### src/rtl/ifu_prefetch_queue_if.sv
// rtl/ifu_prefetch_queue_if.sv - fetch unit bus bundle: redirect, memory request/response, instruction output
//
// Purpose: groups every handshake/bus signal of ifu_prefetch_queue.
//   master : the fetch unit (drives mem_req_*, inst_*)
//   slave  : its environment (pipeline redirect, memory, decode stage)
// Signals:
//   redirect_valid/redirect_pc        flush and restart fetch
//   mem_req_valid/ready/addr          fetch request handshake
//   mem_rsp_valid/data/err            in-order fetch response, never back-pressured
//   inst_valid/ready/pc/data/err      queue head towards decode
interface ifu_prefetch_queue_if #(
  parameter int XLEN = 32
);
  logic            redirect_valid;
  logic [XLEN-1:0] redirect_pc;
  logic            mem_req_valid;
  logic            mem_req_ready;
  logic [XLEN-1:0] mem_req_addr;
  logic            mem_rsp_valid;
  logic [XLEN-1:0] mem_rsp_data;
  logic            mem_rsp_err;
  logic            inst_valid;
  logic            inst_ready;
  logic [XLEN-1:0] inst_pc;
  logic [XLEN-1:0] inst_data;
  logic            inst_err;

  modport master (
    input  redirect_valid, redirect_pc,
    input  mem_req_ready, mem_rsp_valid, mem_rsp_data, mem_rsp_err,
    input  inst_ready,
    output mem_req_valid, mem_req_addr,
    output inst_valid, inst_pc, inst_data, inst_err
  );

  modport slave (
    output redirect_valid, redirect_pc,
    output mem_req_ready, mem_rsp_valid, mem_rsp_data, mem_rsp_err,
    output inst_ready,
    input  mem_req_valid, mem_req_addr,
    input  inst_valid, inst_pc, inst_data, inst_err
  );
endinterface

### src/rtl/ifu_prefetch_queue.sv
// rtl/ifu_prefetch_queue.sv - instruction fetch unit with credit-limited prefetch queue
//
// Purpose: issues sequential word fetches, buffers in-order responses in a
// DEPTH-entry queue and presents the head to decode. A redirect flushes the
// queue and discards every response still in flight from the old path.
// Ports:
//   clk  core clock
//   rst  asynchronous active-high reset
//   bus  ifu_prefetch_queue_if.master (redirect, memory request/response, instruction output)
module ifu_prefetch_queue #(
  parameter int              XLEN     = 32,
  parameter logic [XLEN-1:0] RESET_PC = 32'h8000_0000,
  parameter int              DEPTH    = 4
) (
  input  logic                 clk,
  input  logic                 rst,
  ifu_prefetch_queue_if.master bus
);

  localparam int PW = $clog2(DEPTH);
  localparam int CW = PW + 1;
  localparam logic [CW:0]     DEPTH_W = (CW + 1)'(DEPTH);
  localparam logic [XLEN-1:0] STEP    = XLEN'(4);

  logic [XLEN-1:0] fetch_pc;
  logic [XLEN-1:0] rsp_pc;
  logic [CW-1:0]   count;
  logic [CW-1:0]   outstanding;
  logic [CW-1:0]   drop;
  logic [PW-1:0]   head;
  logic [PW-1:0]   tail;

  logic [DEPTH-1:0][XLEN-1:0] q_pc;
  logic [DEPTH-1:0][XLEN-1:0] q_data;
  logic [DEPTH-1:0]           q_err;

  logic [CW:0]     inflight;
  logic            fire;
  logic            pop;
  logic            rsp;
  logic            push;
  logic [CW-1:0]   out_after_rsp;
  logic [XLEN-1:0] redirect_aligned;

  // Buffered plus outstanding never exceeds DEPTH, so every response has a slot.
  assign inflight         = {1'b0, count} + {1'b0, outstanding};
  assign bus.mem_req_valid = !rst && !bus.redirect_valid && (inflight < DEPTH_W);
  assign bus.mem_req_addr  = fetch_pc;

  assign fire = bus.mem_req_valid && bus.mem_req_ready;
  assign pop  = bus.inst_valid && bus.inst_ready;
  assign rsp  = bus.mem_rsp_valid;
  // Responses belonging to a flushed path are swallowed while drop is non-zero.
  assign push = rsp && (drop == '0);

  assign out_after_rsp    = outstanding - CW'(rsp);
  assign redirect_aligned = bus.redirect_pc & ~XLEN'(3);

  assign bus.inst_valid = (count != '0);
  assign bus.inst_pc    = q_pc[head];
  assign bus.inst_data  = q_data[head];
  assign bus.inst_err   = q_err[head];

  always_ff @(posedge clk or posedge rst) begin
    if (rst) begin
      fetch_pc    <= RESET_PC;
      rsp_pc      <= RESET_PC;
      count       <= '0;
      outstanding <= '0;
      drop        <= '0;
      head        <= '0;
      tail        <= '0;
      q_pc        <= '0;
      q_data      <= '0;
      q_err       <= '0;
    end else if (bus.redirect_valid) begin
      // A pop in this cycle is already consumed; clearing the queue covers it.
      // Every fetch still in flight after this cycle belongs to the old path.
      fetch_pc    <= redirect_aligned;
      rsp_pc      <= redirect_aligned;
      count       <= '0;
      head        <= '0;
      tail        <= '0;
      outstanding <= out_after_rsp;
      drop        <= out_after_rsp;
    end else begin
      if (fire) begin
        fetch_pc <= fetch_pc + STEP;
      end
      outstanding <= outstanding + CW'(fire) - CW'(rsp);
      if (rsp && !push) begin
        drop <= drop - CW'(1);
      end
      if (push) begin
        q_pc[tail]   <= rsp_pc;
        q_data[tail] <= bus.mem_rsp_data;
        q_err[tail]  <= bus.mem_rsp_err;
        tail         <= tail + PW'(1);
        rsp_pc       <= rsp_pc + STEP;
      end
      if (pop) begin
        head <= head + PW'(1);
      end
      count <= count + CW'(push) - CW'(pop);
    end
  end

endmodule
### src/flat_wrapper.sv
// flat-port wrapper written by rule: the top's interface ports become plain ports
module ifu_prefetch_queue_flat 
#(
  parameter int              XLEN     = 32,
  parameter logic [XLEN-1:0] RESET_PC = 32'h8000_0000,
  parameter int              DEPTH    = 4
)
  (clk, rst, bus_redirect_valid, bus_redirect_pc, bus_mem_req_ready, bus_mem_rsp_valid, bus_mem_rsp_data, bus_mem_rsp_err, bus_inst_ready, bus_mem_req_valid, bus_mem_req_addr, bus_inst_valid, bus_inst_pc, bus_inst_data, bus_inst_err);
  ifu_prefetch_queue_if #(.XLEN(XLEN)) bus_i ();
  input  logic clk;
  input  logic rst;
  input wire logic [$bits(bus_i.redirect_valid)-1:0] bus_redirect_valid;
  input wire logic [$bits(bus_i.redirect_pc)-1:0] bus_redirect_pc;
  input wire logic [$bits(bus_i.mem_req_ready)-1:0] bus_mem_req_ready;
  input wire logic [$bits(bus_i.mem_rsp_valid)-1:0] bus_mem_rsp_valid;
  input wire logic [$bits(bus_i.mem_rsp_data)-1:0] bus_mem_rsp_data;
  input wire logic [$bits(bus_i.mem_rsp_err)-1:0] bus_mem_rsp_err;
  input wire logic [$bits(bus_i.inst_ready)-1:0] bus_inst_ready;
  output wire logic [$bits(bus_i.mem_req_valid)-1:0] bus_mem_req_valid;
  output wire logic [$bits(bus_i.mem_req_addr)-1:0] bus_mem_req_addr;
  output wire logic [$bits(bus_i.inst_valid)-1:0] bus_inst_valid;
  output wire logic [$bits(bus_i.inst_pc)-1:0] bus_inst_pc;
  output wire logic [$bits(bus_i.inst_data)-1:0] bus_inst_data;
  output wire logic [$bits(bus_i.inst_err)-1:0] bus_inst_err;
  assign bus_i.redirect_valid = bus_redirect_valid;
  assign bus_i.redirect_pc = bus_redirect_pc;
  assign bus_i.mem_req_ready = bus_mem_req_ready;
  assign bus_i.mem_rsp_valid = bus_mem_rsp_valid;
  assign bus_i.mem_rsp_data = bus_mem_rsp_data;
  assign bus_i.mem_rsp_err = bus_mem_rsp_err;
  assign bus_i.inst_ready = bus_inst_ready;
  assign bus_mem_req_valid = bus_i.mem_req_valid;
  assign bus_mem_req_addr = bus_i.mem_req_addr;
  assign bus_inst_valid = bus_i.inst_valid;
  assign bus_inst_pc = bus_i.inst_pc;
  assign bus_inst_data = bus_i.inst_data;
  assign bus_inst_err = bus_i.inst_err;
  ifu_prefetch_queue #(.XLEN(XLEN), .RESET_PC(RESET_PC), .DEPTH(DEPTH)) u_core (.clk(clk), .rst(rst), .bus(bus_i));
endmodule
### config.mk
export PLATFORM = sky130hd
export DESIGN_NAME = ifu_prefetch_queue_flat
export DESIGN_NICKNAME = d
export VERILOG_FILES = /design/src/rtl/ifu_prefetch_queue_if.sv /design/src/rtl/ifu_prefetch_queue.sv /design/src/flat_wrapper.sv
export SDC_FILE = /design/constraint.sdc
export NUM_CORES = 1
export LEC_CHECK = 0
export ABC_AREA = 0
export CAP_MARGIN = 20
export CORE_UTILIZATION = 30
export DETAILED_ROUTE_END_ITERATION = 8
export PLACE_DENSITY_LB_ADDON = 0.3
export SYNTH_ARGS = -nofsm -noshare
export SYNTH_HDL_FRONTEND = slang
export SYNTH_SLANG_ARGS = --single-unit
### constraint.sdc
create_clock -name clk -period 18.1 [get_ports clk]
set_input_delay 5.43 -clock clk [delete_from_list [all_inputs] [get_ports clk]]
set_output_delay 5.43 -clock clk [all_outputs]
set_load 0.02 [all_outputs]
==> reports/metrics.cfg, run 1 <==
[die]
start_util=0.306
pin_count=170
die_height_microns=226
fp.coreArea_sq_um=49400
dieArea_sq_um=51300
rows=81
chipWidth_microns=226

[detailed_routing]
viasPerCell=4.90
vias=9480
ant_nets=0
dr.first_iter.drc_count=338
wl_per_cell_microns=18.7
totalWireLength_mm=36.2
drc_errors=0
drt_first_pass_iters=4

[sta]
setup-tns-final_ns=0
tightestPinTransition_ns=1.09
fmax_ghz=0.0810
drv_slew=0
rsz0062_at_grt=no
finClkSkew_ns=0.0195
fin_crit_ns=12.35
max_slew_margin=0.275
fin_crit_sh=0.682
setup_viol=0
finalHoldViolCount=0

[cells_and_area]
area_delta_synth_final_pct=24.0
finalInstanceArea_sq_um=18700
layout.nets=1331
fill_cells=4793
final_cell_mix=dfrtp_1 (321), mux2_2 (253), clkdlybuf4s50_1 (162)
stdcell_count=1935
diodes=0
layout_commonest_cell=dfrtp_1
final_util=0.380
drive_gt1_frac=0.330

[logic_synthesis]
ys_types=52
synth_ff_type=dfrtp_1
synth-seq-cells=325
yosys.area.top_type=dfrtp_1
synth_edf_count=0
syn_avg_cell_area_sq_um=13.9
synth_area_sq_um=15100
seq_area_frac_synth=0.538
yosys_warnings=0
synthArstFlopShare=1.00
yosys-top-cells-area=dfrtp_1 (53%), mux2_2 (19%), mux4_2 (9.4%)
synth_top_area_frac=0.535
synthCells=1090

[clock_network]
cts.sinks=325
clock_latency_ns=0.55
htree_num_levels=2
cts_tree=yes
cts_buffers=39
cts_setup_buffers=0
cts.path.max_buffers=3
cts_hold_buffers=0
clock-root-buffer=clkbuf_16
post_cts_resized=0
clk_pin_slew_worst_paths_ns=0.06

[global_routing]
grt_pass1_wl_mm=57.6
first_global_vias=10000
grt_max_degree=123
track_usage=0.146
antenna_found_initial=0
overflow=0

[power]
peakVddDrop_uv=58.2
power_leakage_nw=8.32
p_per_area_nw_per_um2=145

[worst_setup_path]
critical_path_class=input pin to primary output
reg2reg_slack_ns=15.00
arrival_ns=6.92
endpoint_kind=primary output
critPathLaunchType=input pin
cp.required_ns=12.67
crit_fanout=2

[place]
place_congestion=0.783
place_inst=1864
dpl.hpwl_mm=22.7
placed_cell_area_sq_um=17400
portBuffers=163

[status]
status=complete, no violations

[run]
drv_cap=0

[min_path]
worstHoldPathType=flip-flop to flip-flop

cell usage after synthesis (3+ instances only):
master,number
a21boi_0,4
a21oi_1,9
a31oi_1,6
and2_1,7
and3_1,11
buf_1,3
buf_2,35
buf_4,7
clkbuf_1,18
clkbuf_2,3
dfrtp_1,323
ha_1,16
inv_1,21
mux2_2,253
mux4_2,63
nand2_1,57
nand2_2,6
nand2b_1,3
nand3_1,44
nand3b_1,3
nand4_1,22
nor2_1,29
nor3_1,4
nor4_4,3
o211ai_1,11
o21ai_0,45
o311ai_0,8
or3_1,4
or4_1,3
xnor2_1,9
xor2_1,31
worst paths after layout:
kind	from	endpoint	cells after the start
min in group asynchronous	rst	u_core.count[2]	2
min reg2reg	u_core.q_pc[81]	u_core.q_pc[81]	1
min	u_core.q_pc[81]	u_core.q_pc[81]	1
max in group asynchronous	rst	u_core.q_data[0]	3
max reg2reg	u_core.outstanding[2]	u_core.outstanding[2]	9
max	rst	bus_mem_req_valid	4
critical path: stages:
cell and delay [ns]:
clkdlybuf4s50_1 0.51, nor2_1 0.20, and3_1 0.18, clkdlybuf4s50_1 0.60
flip-flops by register name, indices dropped and copies added, names as in the netlist:
register	flops
u_core.bus.mem_req_addr	30
u_core.rsp_pc	30
u_core.q_err	4
u_core.q_pc	120
u_core.outstanding	3
u_core.tail	2
u_core.drop	3
u_core.q_data	128
u_core.head	2
u_core.count	3
layout make-up:
cell class	count	area, sq um	area share
tap	664	831	0.0443
clock buffer	56	1150	0.0614
multi-input combinational	678	6600	0.352
sequential	325	8140	0.435
timing repair buffer	174	1730	0.0923
clock inverter	14	191	0.0102
inverter	24	97.6	0.00521
per-layer routing:
metal  share of wire  up-vias  GRT usage
met5               0        -          0
met4           0.023        0     0.0469
met3           0.056       52     0.0334
met2            0.46      221      0.231
met1            0.46     4901      0.198
li1                -     4306          -
stage by stage:
step | hold WS (ns) | worst slack [ns] | total power, mW
global placement | 0.482 | 5.73 | 1.91
floorplan | 0.474 | 3.68 | 1.57
detailed placement | 0.488 | 5.76 | 1.93
CTS | 0.501 | 5.74 | 2.76
finish | 0.498 | 5.75 | 2.71
global route | 0.507 | 5.68 | 2.88
cell families (layout without fill, tap and decap cells):
group | after synthesis | after routing | share of synthesized area
flops | 325 | 325 | 0.538
buf+inv | 90 | 268 | 0.0272
xor+xnor | 40 | 40 | 0.0232
fa+ha+maj | 18 | 18 | 0.0159
simple gates | 208 | 208 | 0.0751
mux | 317 | 317 | 0.283
compound gates | 91 | 91 | 0.0369
other cells | 1 | 4 | 0.000248
power by group:
group | internal, mW | total, mW | switching (mW)
clock | 0.500 | 0.809 | 0.309
combinational | 0.482 | 0.879 | 0.397
sequential | 0.899 | 1.02 | 0.123
Power figures use the tool's default switching activity.
==> inputs of run 2 (changes only) <==
==> constraint.sdc (replaced) <==
create_clock -name clk -period 12.1 [get_ports clk]
set_input_delay 3.63 -clock clk [delete_from_list [all_inputs] [get_ports clk]]
set_output_delay 3.63 -clock clk [all_outputs]
set_load 0.02 [all_outputs]
==> run 2 against run 1 <==
  * Worst hold slack improved by 0.0016 ns
  * Flip-flop and latch count unchanged
  * Combinational power increased by 49%
  * Critical path depth unchanged
  * Non-clock buffer count decreased by 1
  * Clock skew increased by 0.0020 ns
  * Global-route usage about the same
  * Clock-buffer cell count increased by 4
  * Via count decreased by 0.38%
  * Sequential share of layout area increased by 0.26 points
  * Sequential power increased by 51%
  * Cell count decreased by 0.16%
  * Largest cell class unchanged
  * Largest power group unchanged
==> reports/metrics.cfg, run 2 (synthesized netlist as in run 1, its figures left out) <==
[worst_setup_path]
crit_chain=clkdlybuf4s50_1 > nor2_1 > and3_1 > clkdlybuf4s50_1
critPathBufInv=2  ; unchanged
critPathLaunchType=input pin
critical_path_class=input pin to primary output
cp.required_ns=8.47  ; -4.20 ns
crit_fanout=2  ; unchanged
slowest_stage=clkdlybuf4s50_1
arrival_ns=5.04  ; -1.88 ns
critPathMostFrequentCell=clkdlybuf4s50_1
slowest_delay_ns=0.60  ; about the same
crit_family=buffers and inverters
endpoint_kind=primary output
reg2reg_slack_ns=8.93  ; -6.07 ns

[cells_and_area]
stdcell_count=1932  ; -0.16%
reg_top3=u_core.q_data (128), u_core.q_pc (120)
fill_cells=4732  ; -1.3%
largest_reg_flops=128  ; unchanged
ff_latch_area_sq_um=8140  ; about the same
layout_commonest_cell=dfrtp_1
diodes=0  ; unchanged
drive_gt1_frac=0.325  ; -0.00474
final_cell_mix=dfrtp_1 (321), mux2_2 (253), clkdlybuf4s50_1 (162)
final_util=0.377  ; -0.00236
layout.nets=1329  ; -0.15%
finalInstanceArea_sq_um=18600  ; -0.62%
area_delta_synth_final_pct=23.2
multiInputGateArea_sq_um=6600  ; unchanged
top_register=u_core.q_data

[die]
die_height_microns=226  ; unchanged
pin_count=170  ; unchanged
start_util=0.306  ; unchanged
rows=81  ; unchanged
dieArea_sq_um=51300  ; unchanged
fp.coreArea_sq_um=49400  ; unchanged
chipWidth_microns=226  ; unchanged

[detailed_routing]
ant_nets=0  ; unchanged
drc_errors=0  ; unchanged
vias=9444  ; -0.38%
dr.first_iter.drc_count=404  ; +20%
totalWireLength_mm=36.6  ; +0.94%
drt_first_pass_iters=4  ; unchanged
viasPerCell=4.89  ; -0.23%
wl_per_cell_microns=18.9  ; +1.1%

[sta]
drv_slew=0  ; unchanged
rsz0062_at_grt=no
max_slew_margin=0.297  ; +0.0224
holdWs_ns=0.499  ; +0.00155 ns
finalHoldViolCount=0  ; unchanged
fin_crit_ns=8.67
setup_ws_ns=3.43  ; -2.32 ns
setup_viol=0  ; unchanged
fmax_ghz=0.115
tightestPinTransition_ns=1.05  ; -0.0336 ns
finClkSkew_ns=0.0215  ; +0.00200 ns
fin_crit_sh=0.716
setup-tns-final_ns=0  ; unchanged

[global_routing]
first_global_vias=10000  ; +0.19%
overflow=0  ; unchanged
grt_pass1_wl_mm=57.6  ; about the same
antenna_found_initial=1  ; +1
track_usage=0.146  ; +0.000151
grt_max_degree=170  ; +38%

[status]
status=complete, no violations

[run]
drv_cap=0  ; unchanged

[clock_network]
cts_setup_buffers=0  ; unchanged
cts.path.max_buffers=3  ; unchanged
cts_hold_buffers=0  ; unchanged
clock-root-buffer=clkbuf_16
cts.sinks=325  ; unchanged
htree_num_levels=2  ; unchanged
cts_buffers=38  ; -2.6%
clk_pin_slew_worst_paths_ns=0.05  ; about the same
cts_tree=yes
clock_latency_ns=0.55  ; about the same
post_cts_resized=0  ; unchanged

[power]
power_leakage_nw=8.26  ; -0.73%
power.total_mw=3.97  ; +47%
p_seq_frac=0.388  ; +0.011
p_comb_frac=0.328  ; +0.004
power.share.clock=0.284  ; -0.015
switching_share=0.311  ; +0.00508
p_sw_mw=1.24  ; +49%
internal_power_mw=2.74  ; +46%
peakVddDrop_uv=81.9  ; +41%
p_per_area_nw_per_um2=213  ; +48%

[min_path]
worstHoldPathType=flip-flop to flip-flop

[place]
portBuffers=163  ; unchanged
place_congestion=0.791  ; +0.98%
dpl.hpwl_mm=22.9  ; +0.89%
placed_cell_area_sq_um=17400  ; +0.11%
place_ws_ns=3.45  ; -2.31 ns
place_inst=1864  ; unchanged

[run 2: power groups by stage]
stage          clock [mW]  combinational (mW)  sequential, mW
2_1_floorplan           0               0.862            1.48
3_3_place_gp            0                1.31            1.55
3_5_place_dp            0                1.33            1.56
4_1_cts              1.17                1.33            1.54
5_1_grt              1.21                1.41            1.58
6_report             1.13                1.31            1.54
[run 2: final timing paths]
kind                                             from                         end  cells past startpoint
worst max-delay path                              rst           bus_mem_req_valid                      4
worst max register to register  u_core.outstanding[2]       u_core.outstanding[2]                      9
worst min register to register        u_core.q_pc[75]             u_core.q_pc[75]                      1
min in group asynchronous                         rst  u_core.bus.mem_req_addr[9]                      3
worst min-delay path                  u_core.q_pc[75]             u_core.q_pc[75]                      1
max in group asynchronous                         rst           u_core.q_data[67]                      4
[run 2: layer usage]
layer	track usage	up-vias	share of wire
met2	0.229	217	0.45
met1	0.202	4859	0.47
met3	0.0307	54	0.053
met5	0	-	0.00033
li1	-	4312	-
met4	0.0442	2	0.020
[run 2: final cells by class]
type                       count  share of cell area
clock buffer                  60              0.0638
clock inverter                 8             0.00249
sequential                   325               0.437
multi-input combinational    678               0.354
tap                          664              0.0446
timing repair buffer         173              0.0927
inverter                      24             0.00504
[run 2: worst reg2reg max path, delay by kind of cell (launching register included)]
kind | cells | cell delay [ns]
AO/OA/AOI/OAI | 1 | 0.11
XOR/XNOR | 2 | 0.31
adder cells (fa/ha/maj) | 3 | 0.77
AND/OR/NAND/NOR | 2 | 0.76
flip-flops | 1 | 0.42
buffers and inverters | 1 | 0.68
